$ cat config.mk
export PLATFORM = sky130hd
export DESIGN_NAME = rv_divider_flat
export DESIGN_NICKNAME = d
export VERILOG_FILES = /design/src/rtl/rv_div_pkg.sv /design/src/rtl/rv_divider_if.sv /design/src/rtl/rv_div_step.sv /design/src/rtl/rv_divider.sv /design/src/flat_wrapper.sv
export SDC_FILE = /design/constraint.sdc
export NUM_CORES = 1
export LEC_CHECK = 0
export BUFFER_PORTS_ARGS = -buffer_cell sky130_fd_sc_hd__buf_2
export CORE_AREA = 4 4 209 211
export CTS_CLUSTER_SIZE = 16
export DETAILED_ROUTE_END_ITERATION = 10
export DIE_AREA = 0 0 213 215
export PLACE_DENSITY = 0.46
export SLEW_MARGIN = 20
export SYNTH_ARGS = -nofsm -noshare
export SYNTH_HDL_FRONTEND = slang
export SYNTH_SLANG_ARGS = --single-unit
$ cat constraint.sdc
create_clock -name clk_i -period 2.9 [get_ports clk_i]
set_clock_uncertainty 0.1 [all_clocks]
set_input_delay 0.58 -clock clk_i [delete_from_list [all_inputs] [get_ports clk_i]]
set_output_delay 0.58 -clock clk_i [all_outputs]
set_load 0.05 [all_outputs]
$ cat src/rtl/rv_div_pkg.sv
// Shared types and elaboration helpers for the rv_divider integer divide unit.
package rv_div_pkg;

    typedef enum logic [1:0] {
        ST_IDLE = 2'd0,
        ST_CALC = 2'd1,
        ST_FIX  = 2'd2,
        ST_DONE = 2'd3
    } div_state_e;

    localparam int DEF_XLEN       = 32;
    localparam int DEF_RADIX_BITS = 1;

    // Cycles from the accept cycle to the we_o cycle on the constant-time path.
    function automatic int latency(input int xlen, input int radix_bits);
        return xlen / radix_bits + 2;
    endfunction

    function automatic bit params_ok(input int xlen, input int radix_bits);
        bit xlen_ok;
        bit radix_ok;
        xlen_ok  = (xlen == 16) || (xlen == 32) || (xlen == 64);
        radix_ok = (radix_bits == 1) || (radix_bits == 2) || (radix_bits == 4);
        return xlen_ok && radix_ok && ((xlen % radix_bits) == 0);
    endfunction

endpackage

$ cat src/rtl/rv_divider_if.sv
// Command/result handshake between the issue pipeline and rv_divider.
interface rv_divider_if #(
    parameter int XLEN = 32
);
    logic            valid_i;
    logic            cmd_div_i;
    logic            cmd_signed_i;
    logic            cmd_div_mod_i;
    logic            kill_i;
    logic [XLEN-1:0] op1_i;
    logic [XLEN-1:0] op2_i;
    logic [XLEN-1:0] result_o;
    logic            we_o;
    logic            busy_o;
    logic            wait_o;

    modport slave (
        input  valid_i, cmd_div_i, cmd_signed_i, cmd_div_mod_i, kill_i, op1_i, op2_i,
        output result_o, we_o, busy_o, wait_o
    );

    modport master (
        output valid_i, cmd_div_i, cmd_signed_i, cmd_div_mod_i, kill_i, op1_i, op2_i,
        input  result_o, we_o, busy_o, wait_o
    );
endinterface

$ cat src/rtl/rv_div_step.sv
// One combinational restoring-division step: shift in a dividend bit, trial subtract.
module rv_div_step #(
    parameter int XLEN = 32
) (
    input  logic [XLEN:0]   rem_i,
    input  logic            dvd_msb_i,
    input  logic [XLEN-1:0] dvs_i,
    output logic [XLEN:0]   rem_o,
    output logic            q_o
);
    logic [XLEN+1:0] rem_sh;

    assign rem_sh = {rem_i, dvd_msb_i};
    assign q_o    = (rem_sh >= {2'b00, dvs_i});
    assign rem_o  = q_o ? (rem_sh[XLEN:0] - {1'b0, dvs_i}) : rem_sh[XLEN:0];

endmodule

$ cat src/rtl/rv_divider.sv
// Multi-cycle RISC-V DIV/DIVU/REM/REMU unit, RADIX_BITS quotient bits per cycle.
// Build option RV_DIV_EARLY_OUT_EN: trivial cases bypass CALC/FIX (IDLE -> DONE).
//
// state | meaning
// IDLE  | waiting for a request; accepts when request & ~kill
// CALC  | RADIX_BITS restoring steps per cycle, N cycles total
// FIX   | quotient/remainder select and sign correction into result_q
// DONE  | we_o strobe for one cycle, result_o valid
module rv_divider
    import rv_div_pkg::*;
#(
    parameter int XLEN       = DEF_XLEN,
    parameter int RADIX_BITS = DEF_RADIX_BITS
) (
    input  logic         clk_i,
    input  logic         rst_i,
    rv_divider_if.slave  div_if
);
    localparam int N     = XLEN / RADIX_BITS;
    localparam int CNT_W = $clog2(N + 1);
    localparam logic [XLEN-1:0] MIN_NEG = {1'b1, {(XLEN-1){1'b0}}};

    if (!params_ok(XLEN, RADIX_BITS)) begin : g_bad_params
        $error("rv_divider: unsupported XLEN/RADIX_BITS combination");
    end

    div_state_e      state_q, state_d;
    logic [XLEN:0]   rem_q, rem_d;
    logic [XLEN-1:0] quo_q, quo_d;
    logic [XLEN-1:0] dvs_q, dvs_d;
    logic [XLEN-1:0] result_q, result_d;
    logic [CNT_W-1:0] cnt_q, cnt_d;
    logic            neg_q, neg_d;
    logic            rneg_q, rneg_d;
    logic            mod_q, mod_d;
    logic            forced_q, forced_d;

    logic            request;
    logic            accept;
    logic            sign1;
    logic            sign2;
    logic [XLEN-1:0] mag1;
    logic [XLEN-1:0] mag2;
    logic            div_zero;
    logic            ovf;
    logic            special;
    logic            early;
    logic [XLEN-1:0] forced_res;
    logic [XLEN-1:0] quo_fix;
    logic [XLEN-1:0] rem_fix;

    logic [XLEN:0]         rem_chain [RADIX_BITS+1];
    logic [RADIX_BITS-1:0] q_bits;

    assign request = div_if.valid_i & div_if.cmd_div_i;
    assign accept  = request & ~div_if.kill_i & (state_q == ST_IDLE);

    assign div_if.wait_o   = accept;
    assign div_if.busy_o   = (state_q != ST_IDLE);
    assign div_if.we_o     = (state_q == ST_DONE) & ~div_if.kill_i;
    assign div_if.result_o = div_if.we_o ? result_q : '0;

    // Magnitudes are unsigned, so |-2^(XLEN-1)| is representable without overflow.
    assign sign1    = div_if.cmd_signed_i & div_if.op1_i[XLEN-1];
    assign sign2    = div_if.cmd_signed_i & div_if.op2_i[XLEN-1];
    assign mag1     = sign1 ? (~div_if.op1_i + 1'b1) : div_if.op1_i;
    assign mag2     = sign2 ? (~div_if.op2_i + 1'b1) : div_if.op2_i;
    assign div_zero = (div_if.op2_i == '0);
    assign ovf      = div_if.cmd_signed_i & (div_if.op1_i == MIN_NEG) & (div_if.op2_i == '1);

`ifdef RV_DIV_EARLY_OUT_EN
    logic small;
    assign small   = (mag1 < mag2);
    assign special = div_zero | ovf | small;
    assign early   = special;
`else
    assign special = div_zero | ovf;
    assign early   = 1'b0;
`endif

    always_comb begin
        forced_res = '0;
        if (div_zero) begin
            forced_res = div_if.cmd_div_mod_i ? div_if.op1_i : '1;
        end else if (ovf) begin
            forced_res = div_if.cmd_div_mod_i ? '0 : div_if.op1_i;
        end
`ifdef RV_DIV_EARLY_OUT_EN
        else if (small) begin
            forced_res = div_if.cmd_div_mod_i ? div_if.op1_i : '0;
        end
`endif
    end

    assign rem_chain[0] = rem_q;

    for (genvar j = 0; j < RADIX_BITS; j++) begin : g_step
        rv_div_step #(.XLEN(XLEN)) u_step (
            .rem_i     (rem_chain[j]),
            .dvd_msb_i (quo_q[XLEN-1-j]),
            .dvs_i     (dvs_q),
            .rem_o     (rem_chain[j+1]),
            .q_o       (q_bits[RADIX_BITS-1-j])
        );
    end

    assign quo_fix = neg_q  ? (~quo_q + 1'b1) : quo_q;
    assign rem_fix = rneg_q ? (~rem_q[XLEN-1:0] + 1'b1) : rem_q[XLEN-1:0];

    always_comb begin
        state_d  = state_q;
        rem_d    = rem_q;
        quo_d    = quo_q;
        dvs_d    = dvs_q;
        cnt_d    = cnt_q;
        neg_d    = neg_q;
        rneg_d   = rneg_q;
        mod_d    = mod_q;
        forced_d = forced_q;
        result_d = result_q;

        case (state_q)
            ST_IDLE: begin
                if (accept) begin
                    rem_d    = '0;
                    quo_d    = mag1;
                    dvs_d    = mag2;
                    cnt_d    = CNT_W'(N);
                    neg_d    = sign1 ^ sign2;
                    rneg_d   = sign1;
                    mod_d    = div_if.cmd_div_mod_i;
                    forced_d = special;
                    result_d = forced_res;
                    state_d  = early ? ST_DONE : ST_CALC;
                end
            end
            ST_CALC: begin
                // Dividend bits leave at the top of quo_q while quotient bits enter at the bottom.
                rem_d = rem_chain[RADIX_BITS];
                quo_d = {quo_q[XLEN-RADIX_BITS-1:0], q_bits};
                cnt_d = cnt_q - 1'b1;
                if (cnt_q == CNT_W'(1)) begin
                    state_d = ST_FIX;
                end
            end
            ST_FIX: begin
                if (!forced_q) begin
                    result_d = mod_q ? rem_fix : quo_fix;
                end
                state_d = ST_DONE;
            end
            ST_DONE: begin
                state_d = ST_IDLE;
            end
            default: begin
                state_d = ST_IDLE;
            end
        endcase

        if (div_if.kill_i && (state_q != ST_IDLE)) begin
            state_d = ST_IDLE;
        end
    end

    always_ff @(posedge clk_i or negedge rst_i) begin
        if (!rst_i) begin
            state_q  <= ST_IDLE;
            rem_q    <= '0;
            quo_q    <= '0;
            dvs_q    <= '0;
            cnt_q    <= '0;
            neg_q    <= 1'b0;
            rneg_q   <= 1'b0;
            mod_q    <= 1'b0;
            forced_q <= 1'b0;
            result_q <= '0;
        end else begin
            state_q  <= state_d;
            rem_q    <= rem_d;
            quo_q    <= quo_d;
            dvs_q    <= dvs_d;
            cnt_q    <= cnt_d;
            neg_q    <= neg_d;
            rneg_q   <= rneg_d;
            mod_q    <= mod_d;
            forced_q <= forced_d;
            result_q <= result_d;
        end
    end

endmodule

$ cat src/flat_wrapper.sv
// flat-port wrapper written by rule: the top's interface ports become plain ports
module rv_divider_flat import rv_div_pkg::*;
#(
    parameter int XLEN       = DEF_XLEN,
    parameter int RADIX_BITS = DEF_RADIX_BITS
)
  (clk_i, rst_i, div_if_valid_i, div_if_cmd_div_i, div_if_cmd_signed_i, div_if_cmd_div_mod_i, div_if_kill_i, div_if_op1_i, div_if_op2_i, div_if_result_o, div_if_we_o, div_if_busy_o, div_if_wait_o);
  rv_divider_if #(.XLEN(XLEN)) div_if_i ();
  input  logic clk_i;
  input  logic rst_i;
  input wire logic [$bits(div_if_i.valid_i)-1:0] div_if_valid_i;
  input wire logic [$bits(div_if_i.cmd_div_i)-1:0] div_if_cmd_div_i;
  input wire logic [$bits(div_if_i.cmd_signed_i)-1:0] div_if_cmd_signed_i;
  input wire logic [$bits(div_if_i.cmd_div_mod_i)-1:0] div_if_cmd_div_mod_i;
  input wire logic [$bits(div_if_i.kill_i)-1:0] div_if_kill_i;
  input wire logic [$bits(div_if_i.op1_i)-1:0] div_if_op1_i;
  input wire logic [$bits(div_if_i.op2_i)-1:0] div_if_op2_i;
  output wire logic [$bits(div_if_i.result_o)-1:0] div_if_result_o;
  output wire logic [$bits(div_if_i.we_o)-1:0] div_if_we_o;
  output wire logic [$bits(div_if_i.busy_o)-1:0] div_if_busy_o;
  output wire logic [$bits(div_if_i.wait_o)-1:0] div_if_wait_o;
  assign div_if_i.valid_i = div_if_valid_i;
  assign div_if_i.cmd_div_i = div_if_cmd_div_i;
  assign div_if_i.cmd_signed_i = div_if_cmd_signed_i;
  assign div_if_i.cmd_div_mod_i = div_if_cmd_div_mod_i;
  assign div_if_i.kill_i = div_if_kill_i;
  assign div_if_i.op1_i = div_if_op1_i;
  assign div_if_i.op2_i = div_if_op2_i;
  assign div_if_result_o = div_if_i.result_o;
  assign div_if_we_o = div_if_i.we_o;
  assign div_if_busy_o = div_if_i.busy_o;
  assign div_if_wait_o = div_if_i.wait_o;
  rv_divider #(.XLEN(XLEN), .RADIX_BITS(RADIX_BITS)) u_core (.clk_i(clk_i), .rst_i(rst_i), .div_if(div_if_i));
endmodule
### Yosys cells after proc, flatten, opt, wreduce, memory -nomap -nowiden

Index checks and enable logic that the tools add are counted.

* $add $sub $neg: 6
* multipliers: 0
* div/mod/pow operators: 0
* $lt $le $gt $ge: 1
* equality and inequality tests: 10
* shift operators: 0
* mux-type cells: 24
* bitwise logic cells: 15
* reduce and logical (&&, ||, !) cells: 10

Operators with widths (number)
* 32-bit 2-to-1 mux: 13
* 32-bit by 1-bit adder with 32-bit output, second input constant: 4
* 32-bit inverter: 4
* 32-bit case mux with 2 select lines: 2
* 33-bit 2-to-1 mux: 2
* 33-bit case mux with 2 select lines: 1
* 32-bit equality test, second input constant: 2
* 34-bit by 32-bit greater-or-equal comparator with 1-bit output: 1
* 33-bit by 32-bit subtractor with 33-bit output: 1
* 32-bit logical NOT: 1
* 6-bit case mux with 2 select lines: 1
* 1-bit AND: 8
* 2-bit case mux with 4 select lines: 1
* 6-bit by 1-bit equality test with 1-bit output, second input constant: 1
* 2-bit 2-to-1 mux: 3
* 6-bit 2-to-1 mux: 1
* 2-bit AND reduction: 3
* 2-bit nonzero test: 3
* 6-bit by 1-bit subtractor with 6-bit output, second input constant: 1
* 2-bit equality test, second input constant: 2
* 2-bit inequality test, second input constant: 2
* 3-bit by 1-bit inequality test with 1-bit output, second input constant: 1
* 3-bit inequality test, second input constant: 1
* 3-bit AND reduction: 1
* other kinds (6): 6

* flip-flop bits (word level): 141
* latch bits: 0
* memory bits (writable): 0
* bits in read-only memories: 0
* word-level logic and storage cells: 76
* memories kept: 0

### Longest topological paths before layout

* depth in word-level cells: 7
* mapped depth: 13

### By module

From an unflattened synthesis, not the netlist that was laid out.

* cells, all modules: 1447
* area total of the unflattened synthesis: 11925.2 µm²

By module, submodules not included
* rv_divider: times used 1, cells an instance 1078, area an instance 9265.1 µm², sequential area each 3528.4 µm²
* rv_div_step: times used 1, cells an instance 369, area an instance 2660.1 µm², sequential area each 0.0 µm²

### Worst setup path after synthesis

No wires, ideal clock.

* kind: flip-flop to flip-flop
* start point: reg u_core.quo_q[31]
* end point: reg u_core.rem_q[31]
* arrival time: 2.932 ns
* setup slack: -0.214 ns
* cell stages (with the launch flop): 14
* cell sequence: dfrtp_1 inv_1 ha_1 inv_1 fa_1 a211oi_1 o211ai_1 a31oi_1 a32oi_1 a211oi_1 o21ai_1 buf_2 o2bb2a_1 o21ai_0

* longest elaborated chain between the ends: 3
* elaborated cells between the ends (all ways): 4
* those cells by class: add/sub: 1; order compare: 1; mux: 2

Ends and longest elaborated chain
* start, declared: line rv_divider.sv:29 `logic [XLEN-1:0] quo_q, quo_d;`
* start signal, assigned: line rv_divider.sv:180 `quo_q <= quo_d;`
* 33-bit by 32-bit subtractor with 33-bit output / 34-bit by 32-bit greater-or-equal comparator with 1-bit output (equally long branches): line rv_div_step.sv:15, rv_div_step.sv:14
* 33-bit 2-to-1 mux (*): line rv_div_step.sv:15 `assign rem_o = q_o ? (rem_sh[XLEN:0] - {1'b0, dvs_i}) : rem_sh[XLEN:0];`
* 33-bit case mux with 2 select lines (*): line rv_divider.sv:122 `case (state_q)`
* end signal, assigned: line rv_divider.sv:179 `rem_q <= rem_d;`
* end, declared: line rv_divider.sv:28 `logic [XLEN:0] rem_q, rem_d;`

Mark *: on every way between the ends. The rest lies on a longest branch, timed or not.
A chain may end at the register's enable or synchronous reset.

### Worst setup path after layout

* start point: reg u_core.quo_q[31]
* end point: reg u_core.rem_q[5]

Same word-level chain as after synthesis.

==> metrics.txt <==
drt first pass iters=7; Pleak=a little under 7 nW; Vert. Die Dim=215 µm; routability congestion estimate=0.911; ys async rst share=100%; via count=11795; Clock Sinks=around 140; CP Data Required Time=about 3.1 ns; multi-input logic area=0.00803 mm²; H-tree lvl count=4; Area Growth Syn to Fin=35.2%; synth top area cells=dfrtp_1, o21ai_0, nand2_1; Total GRT Usage=18.2%; antenna violations before repair=0; DP HPWL=32.8 mm; CP cell instances=inv_2, ha_4, inv_2, fa_2, a211oi_4, o211ai_1, a31oi_2, a32oi_2, a211oi_2, buf_4, o21ai_4, buf_12, buf_12, mux2i_1, o21ai_1; share of post-route cells with drive strength above 1=27.3%; peak per-stage delay on the critical path=about 0.38 ns; largest net degree at the start of global routing=65; Distinct cells, synth=between 70 and 80; Hold/Removal Path Class=reg -> reg; fin crit period=3.04 ns; Via-to-Cell Ratio=around 5.1; CTS Buffer Depth=2; Data arrival, critical path=3.26 ns; CP Depth=15; Fillers=between 4000 and 5000; DRC=0; cell family with most CP delay=compound AO/OA/AOI/OAI gates; relative slew slack=between 10% and 20%; Setup crit start=u_core.quo_q[31]$_DFFE_PN0P_; FMAX=0.329 GHz; worst slew pin tran=about 1.3 ns; worst flop-to-flop path endpoint=u_core.rem_q[5]$_DFFE_PN0P_; CP endpoint=u_core.rem_q[5]$_DFFE_PN0P_; first-pass GRT wire length=66.2 mm; Post-synth top flop=dfrtp_1; die area=between 0.04 and 0.05 mm²; nets@finish=1893; cells on worst reg2reg path=15; Final Hold Fails=0; number of flops mapped to enable cells by yosys=0; status=finished with violations; Reg clk slew, reported paths=0.07 ns; vias in the first global route=11634; CTS buffer count=17; violated checks=setup timing; Pins Over Slew Limit=0; post-synth top area cell=dfrtp_1; Cell Rows=75; Synthesized Nets=1603; Max Cap Violations=0; Mapped Area=0.0116 mm²; endpoints failing setup=30; Final Worst Setup Slack=-0.141 ns; Synth Register Bits=141; top-count cell post-synth=nand2_1; reg2reg start=u_core.quo_q[31]$_DFFE_PN0P_; R2R setup slack=-0.14 ns; Peak VDD IR=between 400 and 500 µV; Worst setup SP type=register; Synth Warn #=0; Routed WL=42.1 mm; Initial Utilization=27.7%; clock latency at the later pin of the worst-skew pair=0.45 ns; RSZ-0062 raised after global routing=yes; Final period util=105%; I/O pins=around 110; CTS Root Cell=clkbuf_16; Synth Area per Inst=7.77 µm²; Layout Cells excl Fill=about 2300; final design utilization=37.4%; sequential area share after synthesis=30.5%; Final ANT Viol Nets=0; cells after synthesis=1487; total gr overflow=0; Wirelength per Cell=18.1 µm; slowest stage cell on the critical path=fa_2; Chip Width=213 µm; Synth top area share=a little under a third; core area=0.0418 mm²; CTS tree=built; maximum fanout along the worst path=18; Setup Crit Path Kind=reg -> reg; WP buf/inv=5; most instantiated cells after synthesis=nand2_1, o21ai_0, dfrtp_1; register area=0.00353 mm²; Cell Count Post-Placement=2283; DR iter-0 viols=757; Power Density=1230 mW/mm²; I/O Buffers=105; CP endpoint kind=register
-- logic make-up after synthesis --
family / count (synthesis) / synth area share (%)
AND/OR/NAND/NOR: 522 / 21.9
multiplexers: 24 / 2.14
flip-flops: 141 / 30.5
AO/OA/AOI/OAI: 457 / 24.3
XOR/XNOR: 145 / 11.0
buffers and inverters: 153 / 5.22
adder cells (fa/ha/maj): 45 / 4.94
-- registers in the layout, indices dropped and copies added (netlist names) --
name and flops:
u_core.rem_q 33, u_core.dvs_q 32, u_core.quo_q 32, u_core.result_q 32, u_core.cnt_q 6, u_core.state_q 2, u_core.forced_q 1, u_core.mod_q 1
u_core.neg_q 1, u_core.rneg_q 1
-- metal layers --
metal | track usage [%] | wire (µm)
met5 | 0 | 0
met4 | 4.81 | 863
met3 | 3.16 | 2070
met2 | 29.0 | 19300
met1 | 25.6 | 19800
-- cells in the final DEF, fill, tap and decap left out, types with 14 or more instances in the layout --
master     count
buf_4        237
nand2_1      204
o21ai_0      141
dfrtp_1      138
nor2_1       104
buf_2        103
a21oi_1       97
xor2_1        70
xnor2_1       69
inv_1         62
and2_1        41
ha_1          37
o21ai_1       31
o211ai_1      25
o31ai_1       24
nor3_1        23
nand3_1       23
mux2i_1       21
nand4_1       18
a21o_1        17
clkbuf_16     17
nor4_1        16
or3_1         15
a31oi_1       14
-- cell type report --
| type | count | share of cell area [%] |
|---|---|---|
| Timing Repair Buffer | 357 | 16.1 |
| Sequential cell | 141 | 22.6 |
| Clock buffer | 22 | 3.10 |
| Tap cell | 539 | 4.32 |
| Multi-Input combinational cell | 1193 | 51.4 |
| Inverter | 67 | 1.61 |
| Antenna cell | 2 | 0.0320 |
| Clock inverter | 9 | 0.865 |
-- worst reg2reg max path: cells and delay by family (launching register included) --
family	cells	cell delay, ns
AOI/OAI and AO/OA	7	1.21
adders and majority gates	2	0.51
buffers and inverters	5	0.58
DFF	1	0.37
muxes	1	0.14
-- worst min-delay path by stage --
stage	startpoint	end	slack, ns	cells after the start
2_1_floorplan	rst_i	u_core.cnt_q[0]$_DFFE_PN0P_	0.18	0
3_3_place_gp	u_core.dvs_q[8]$_DFFE_PN0P_	u_core.dvs_q[8]$_DFFE_PN0P_	0.36	2
3_5_place_dp	u_core.result_q[1]$_DFFE_PN0P_	u_core.result_q[1]$_DFFE_PN0P_	0.37	1
4_1_cts	div_if_op2_i[29]	u_core.dvs_q[29]$_DFFE_PN0P_	0.38	3
5_1_grt	u_core.result_q[1]$_DFFE_PN0P_	u_core.result_q[1]$_DFFE_PN0P_	0.40	1
6_report	u_core.dvs_q[25]$_DFFE_PN0P_	u_core.dvs_q[25]$_DFFE_PN0P_	0.38	2
-- power breakdown --
| part | internal, mW | leakage (nW) | switching (mW) |
|---|---|---|---|
| clock network | 1.44 | 0.294 | 0.959 |
| logic | 5.93 | 4.86 | 7.18 |
| registers | 2.80 | 1.80 | 0.865 |
-- stage by stage --
step                power (mW)  TNS, ns  instance area (µm²)  setup WS, ns  hold slack (ns)
global route              20.7    -8.83                15600        -0.317            0.398
floorplan                 11.0   -0.736                11700       -0.0727            0.184
CTS                       18.5    -4.40                15300        -0.187            0.378
detailed placement        15.5   -17.65                14400        -0.446            0.366
global placement          15.3   -14.96                14400        -0.338            0.361
finish                    19.2    -2.54                15600        -0.141            0.377
-- timing repair --
action	in CTS	in global routing
hold endpoints to repair	32	0
endpoints found under the setup margin	50	54
pin swaps	19	32
cloned	0	1
setup buffers	6	7
hold buffers	1	0
gates resized for setup	64	62
No activity file was read; power rests on OpenSTA's default activity.
